--- src/rtl/seg7_reg_monitor.sv ---
// seg7_reg_monitor: debounced button steps reg_sel; 8-digit hex display of the selected register.
module seg7_reg_monitor #(
  parameter int SCAN_DIV = 100000,
  parameter int DB_CNT = 1000000
) (
  input  logic        clk,
  input  logic        rst,
  input  logic        btn_next,
  input  logic [31:0] reg_data,
  output logic [4:0]  reg_sel,
  output logic [7:0]  an,
  output logic [7:0]  seg
);
  localparam int DW = $clog2(SCAN_DIV);
  localparam int CW = $clog2(DB_CNT + 1);
  localparam logic [DW-1:0] DIV_MAX = DW'(SCAN_DIV - 1);
  localparam logic [CW-1:0] DB_MAX = CW'(DB_CNT - 1);
  localparam logic [127:0] GLYPHS = 128'h8E86A1C6_83889080_F8829299_B0A4F9C0;
  logic s1, s2, db_lvl;
  logic [CW-1:0] db_cnt;
  logic [DW-1:0] div;
  logic [2:0] idx, idx_nxt;
  logic [31:0] snap, snap_nxt;
  logic [3:0] nib;
  logic flip, step, tick, load;
  // an/seg are computed from next-state index and snapshot so they switch with idx
  always_comb begin
    flip = (s2 != db_lvl) && (db_cnt == DB_MAX);
    step = flip && !db_lvl;
    tick = div == DIV_MAX;
    load = tick && idx == 3'd7;
    idx_nxt = tick ? idx + 3'd1 : idx;
    snap_nxt = load ? reg_data : snap;
    nib = snap_nxt[4*idx_nxt +: 4];
  end
  always_ff @(posedge clk or posedge rst) begin
    if (rst) begin
      s1 <= 1'b0;
      s2 <= 1'b0;
      db_lvl <= 1'b0;
      db_cnt <= '0;
      reg_sel <= '0;
      div <= '0;
      idx <= '0;
      snap <= '0;
      an <= 8'hFE;
      seg <= 8'hC0;
    end else begin
      s1 <= btn_next;
      s2 <= s1;
      db_lvl <= db_lvl ^ flip;
      db_cnt <= (s2 == db_lvl || flip) ? '0 : db_cnt + CW'(1);
      reg_sel <= reg_sel + 5'(step);
      div <= tick ? '0 : div + DW'(1);
      idx <= idx_nxt;
      snap <= snap_nxt;
      an <= ~(8'b1 << idx_nxt);
      seg <= {1'b1, GLYPHS[8*nib +: 7]};
    end
  end
endmodule

--- config.mk ---
export PLATFORM = sky130hd
export DESIGN_NAME = seg7_reg_monitor
export DESIGN_NICKNAME = d
export VERILOG_FILES = /design/src/rtl/seg7_reg_monitor.sv
export SDC_FILE = /design/constraint.sdc
export NUM_CORES = 1
export LEC_CHECK = 0
export ABC_CLOCK_PERIOD_IN_PS = 4500
export BUFFER_PORTS_ARGS = -buffer_cell sky130_fd_sc_hd__buf_2
export CAP_MARGIN = 20
export CORE_UTILIZATION = 29
export DETAILED_ROUTE_END_ITERATION = 8
export SLEW_MARGIN = 40
export SYNTH_ARGS = -nofsm -noshare
export SYNTH_HDL_FRONTEND = slang
export SYNTH_SLANG_ARGS = --single-unit
--- constraint.sdc ---
create_clock -name clk -period 4.5 [get_ports clk]
set_clock_uncertainty 0.1 [all_clocks]
set_input_delay 1.35 -clock clk [delete_from_list [all_inputs] [get_ports clk]]
set_output_delay 1.35 -clock clk [all_outputs]
set_load 0.005 [all_outputs]
== After elaboration in Yosys (flattened, before gate mapping) ==
Index checks and enable logic that the tools add are counted.
Word-level totals
  register bits after elaboration: 95
  bits of input ports: 35
  output and inout bits: 21
  logic and storage cells: 33
Cells by class
  $add $sub $neg: 4
  equality and inequality tests: 5
  shifts and indexed selects: 3
  mux-type cells: 4
  bitwise operators: 2
  reduce and logical (&&, ||, !) cells: 5
Operator list (count)
  indexed part select 128 x 8 -> 7 bit, first input constant: 1
  2-to-1 mux 32 bit: 1
  indexed part select 32 x 6 -> 4 bit: 1
  adder 20 x 1 -> 20 bit, second input constant: 1
  equality test 20 bit, second input constant: 1
  2-to-1 mux 20 bit: 1
  adder 17 x 1 -> 17 bit, second input constant: 1
  equality test 17 bit, second input constant: 1
  2-to-1 mux 17 bit: 1
  inverter 8 bit: 1
  << shifter 1 x 3 -> 8 bit, first input constant: 1
  adder 5 x 1 -> 5 bit: 1
  adder 3 x 1 -> 3 bit, second input constant: 1
  equality test 3 bit, second input constant: 1
  logical AND 1 bit: 3
  2-to-1 mux 3 bit: 1
  equality test 1 bit: 1
  zero test 1 bit: 1
  logical OR 1 bit: 1
  != test 1 bit: 1
  bitwise XOR 1 bit: 1

== Logic depth before layout (Yosys ltp) ==
  depth in word-level cells: 5
  depth in mapped cells: 15
  mapped depth without buffers: 13

== Worst setup path before layout ==
OpenSTA, ideal clock, no wires.
  kind: flip-flop to flip-flop
  from: register div[5]
  to: register seg[5]
  library setup time: 0.118 ns
  arrival: 3.950 ns
  required time: 4.282 ns
  path slack: 0.332 ns
  cell stages (with the launch flop): 14
  path buffers: 4
  period minus slack after synthesis: 4.168 ns
  path through: dfrtp_1 > buf_6 > or4b_4 > nor4_4 > clkbuf_1 > clkbuf_1 > clkbuf_1 > nand2_1 > nand2_1 > mux2i_1 > inv_1 > ha_1 > mux2_1 > a21o_1
Between the ends
  elaborated cells between the ends (all ways): 6
  those cells by class: eq/ne (1); shift (2); mux (2); reduce/logical (1)
RTL lines
  start, declared: line 21  | logic [DW-1:0] div;
  start signal, assigned: line 54  | div <= tick ? '0 : div + DW'(1);
  equality test 17 bit: line 30  | tick = div == DIV_MAX;
  2-to-1 mux 3 bit: line 32  | idx_nxt = tick ? idx + 3'd1 : idx;
  net idx_nxt[1]: line 22  | logic [2:0] idx, idx_nxt;
  indexed part select 32 x 6 -> 4 bit: line 34  | nib = snap_nxt[4*idx_nxt +: 4];
  indexed part select 128 x 8 -> 7 bit: line 58  | seg <= {1'b1, GLYPHS[8*nib +: 7]};
  end signal, assigned: line 58
  end, declared: line 12  | output logic [7:0] seg
The timed path passes the listed nets, and every way through them passes these cells.

== Worst setup path in the final report ==
Ends and elaborated chain as after synthesis.

==> qor.yml <==
critical_path:
  timing.rr.start: "div[5]"
  path_depth: 10
  worstPathMaxFanout: 15
  cpLargestDelayFamily: "simple AND/OR/NAND/NOR gates"
  reg2reg_slack_ns: 0.37
  critPathMaxStageDelay_ns: 0.75
  crit_path_top_delay_cell: "or4b_1"
  reg2reg_depth: 10
  crit_path_start: "div[5]"
  cp.required_ns: 4.64
  endpoint_kind: "register"
  criticalPathCategory: "reg -> reg"
  r2r-end: "seg[5]"
  startpoint_type: "register"
  cp-endpoint: "seg[5]"
  cp_data_arrival_time_ns: 4.27
  crit_chain: "or4b_4 > nor4_4 > buf_4 > xnor2_2 > clkinv_2 > and2_1 > a22o_1 > or4b_1 > mux2_1 > a21o_1"
  critPathBufInv: 2
yosys:
  ys.warnings.count: 0
  syn-cell-area_um2: 4690
  synthArstFlopShare_pct: 100
  ys_top_cells_by_area: "dfrtp_1 46%, mux2_2 6.7%, dfstp_2 4.5%"
  syn_inst: 432
  ys_types: 57
  synth_top_area_share_pct: 46.4
  syn_area_per_cell_um2: 10.9
  ys_seq_elements: 95
  synth_edf_count: 0
  yosysTopAreaCell: "dfrtp_1"
  synth_ff_type: "dfrtp_1"
  syn_nets: 479
  yosysSeqAreaShare_pct: 50.9
route:
  vias: 3273
  totalWireLength_um: 9630
  wl_per_cell_um: 13.6
  drt-initial-drc-count: 190
  first_pass_iters: 4
  vias_per_cell: 4.64
  ant_nets: 0
  post-route-drc-count: 0
status:
  outcome: "complete, no violations"
sta:
  fin_crit_sh_pct: 91.9
  hold_ws_ns: 0.250
  period_needed_ns: 4.13
  max_slew_margin_pct: 53.9
  grt_setup_unrepaired: "no"
  worst_pin_slew_ns: 0.691
  setup_violations: 0
  hold_viol: 0
  maxSlewViolCount: 0
  max_freq_ghz: 0.242
  finalSetupTns_ns: 0
placed_design:
  routabilityCongestion: 0.813
  io_buffers: 54
  placed_area_um2: 5220
  dpl.hpwl_um: 7120
global_routing:
  grt_pass1_vias: 3276
  grt_start_max_net_pins: 96
  antenna_found_initial: 0
  grt_pass1_wl_um: 16400
  grt_usage_pct: 12.6
  grt_overflow: 0
power:
  ir_drop_mv: 0.210
  p_leak_nw: 2.44
  finalPower_mw: 1.75
  power_density_nw_per_um2: 316
layout:
  antenna_cells: 0
  fillers: 1605
  fin_util_pct: 34.9
  postLayoutCellArea_um2: 5520
  layout.nets: 532
  area_growth_pct: 17.6
  drive_gt1_share_pct: 25.1
floorplan:
  core_um2: 15800
  boundaryPins: 56
  initial_core_util_pct: 29.7
  die_y_um: 129
  dieArea_um2: 16700
  num_rows: 46
  die_w_um: 129
clock_network:
  clock_sinks: 95
  worst_setup_hold_path_clk_slew_ns: 0.07
  cts_buffers: 9
  clock_latency_ns: 0.34
  postCtsHoldBufs: 0
  cts_tree: "done"
  clockBufferDepth: 2
  postCtsSetupBuffers: 0
  cts_max_level: 3
  cts_root_buf: "clkbuf_16"
  cts_resized: 0
min_path:
  min-delay-path-class: "reg -> reg"
run:
  cap_viol_max_count: 0
==> worst reg2reg max path, stage by stage (launching register included) <==
cell and delay, ns:
dfrtp_1 0.45, or4b_4 0.58, nor4_4 0.37, buf_4 0.29, xnor2_2 0.25, clkinv_2 0.26, and2_1 0.23, a22o_1 0.17
or4b_1 0.75, mux2_1 0.42, a21o_1 0.17
==> state kept, by name, summed over array words and instances, names as in the netlist, named ones only <==
name	cells
idx	3
snap	32
reg_sel	5
db_cnt	20
an	8
div	17
s1	1
seg	7
s2	1
==> power breakdown <==
part | internal [mW] | switching [mW]
sequential | 0.873 | 0.00839
clock | 0.448 | 0.330
combinational | 0.0398 | 0.0476
total | 1.36 | 0.386
==> cell families after synthesis <==
logic type                 Yosys count  share of synthesized area, %
and+or+nand+nor                    158                          17.5
DFF                                 95                          50.9
muxes                               49                          12.0
AOI/OAI and AO/OA                   43                          6.05
xor gates and xnor gates            37                          7.06
buffers and inverters               37                          3.28
adders and majority gates           12                          3.20
other                                1                        0.0799
==> synth_stat cells, types with 5 or more instances <==
cell type	instances
mux2_1	5
nand3_1	33
nor3_1	8
dfrtp_1	87
a211oi_1	5
nor2_1	43
dfstp_2	8
nand2_1	31
inv_1	17
xnor2_1	20
ha_1	12
o21ai_0	15
nand4_1	5
xor2_1	16
a21oi_1	5
mux2_2	28
clkbuf_1	14
mux2i_1	13
and3_1	8
==> final cells by class <==
cell class	count	area (um2)	area share [%]
clock inverters	6	67.6	1.22
repair buffers	61	335	6.07
flip-flops and latches	95	2390	43.2
well taps	216	270	4.89
clock buffers	10	239	4.33
inverters	18	70.1	1.27
multi-input cells	300	2150	39.0
==> per-stage QoR <==
stage	cells	setup slack, ns
5_1_grt	706	0.106
3_5_place_dp	690	0.375
6_report	706	0.366
4_1_cts	706	0.364
3_3_place_gp	690	0.461
2_1_floorplan	432	0.332
==> cell usage in the layout (no fill, tap or decap), types with 5 or more instances in the layout <==
cell | Yosys | final
mux2_1 | 5 | 5
nand4_1 | 5 | 5
and3_1 | 8 | 8
inv_1 | 17 | 16
a211oi_1 | 5 | 5
dfstp_2 | 8 | 8
clkbuf_16 | 0 | 9
ha_1 | 12 | 12
dfrtp_1 | 87 | 87
xor2_1 | 16 | 16
nand2_1 | 31 | 31
buf_2 | 2 | 54
nor2_1 | 43 | 43
buf_4 | 1 | 6
mux2i_1 | 13 | 13
o21ai_0 | 15 | 15
mux2_2 | 28 | 28
nor3_1 | 8 | 8
xnor2_1 | 20 | 20
nand3_1 | 33 | 33
a21oi_1 | 5 | 5
==> worst min-delay path by stage <==
stage / startpoint / end / slack [ns] / cells past startpoint
floorplan: s1 / s2 / 0.23 / 0
global placement: s1 / s2 / 0.24 / 0
detailed placement: s1 / s2 / 0.24 / 0
CTS: s1 / s2 / 0.25 / 0
global route: s1 / s2 / 0.26 / 0
finish: s1 / s2 / 0.25 / 0
==> routing by layer <==
| metal | part of all wire [%] | vias to the layer above | global-route usage, % |
|---|---|---|---|
| met5 | 0 | - | 0 |
| met4 | 1.2 | 0 | 3.60 |
| met3 | 4.1 | 11 | 2.97 |
| met2 | 44 | 60 | 19.1 |
| met1 | 51 | 1596 | 18.0 |
| li1 | - | 1606 | - |
(Power assumes the default switching activity.)
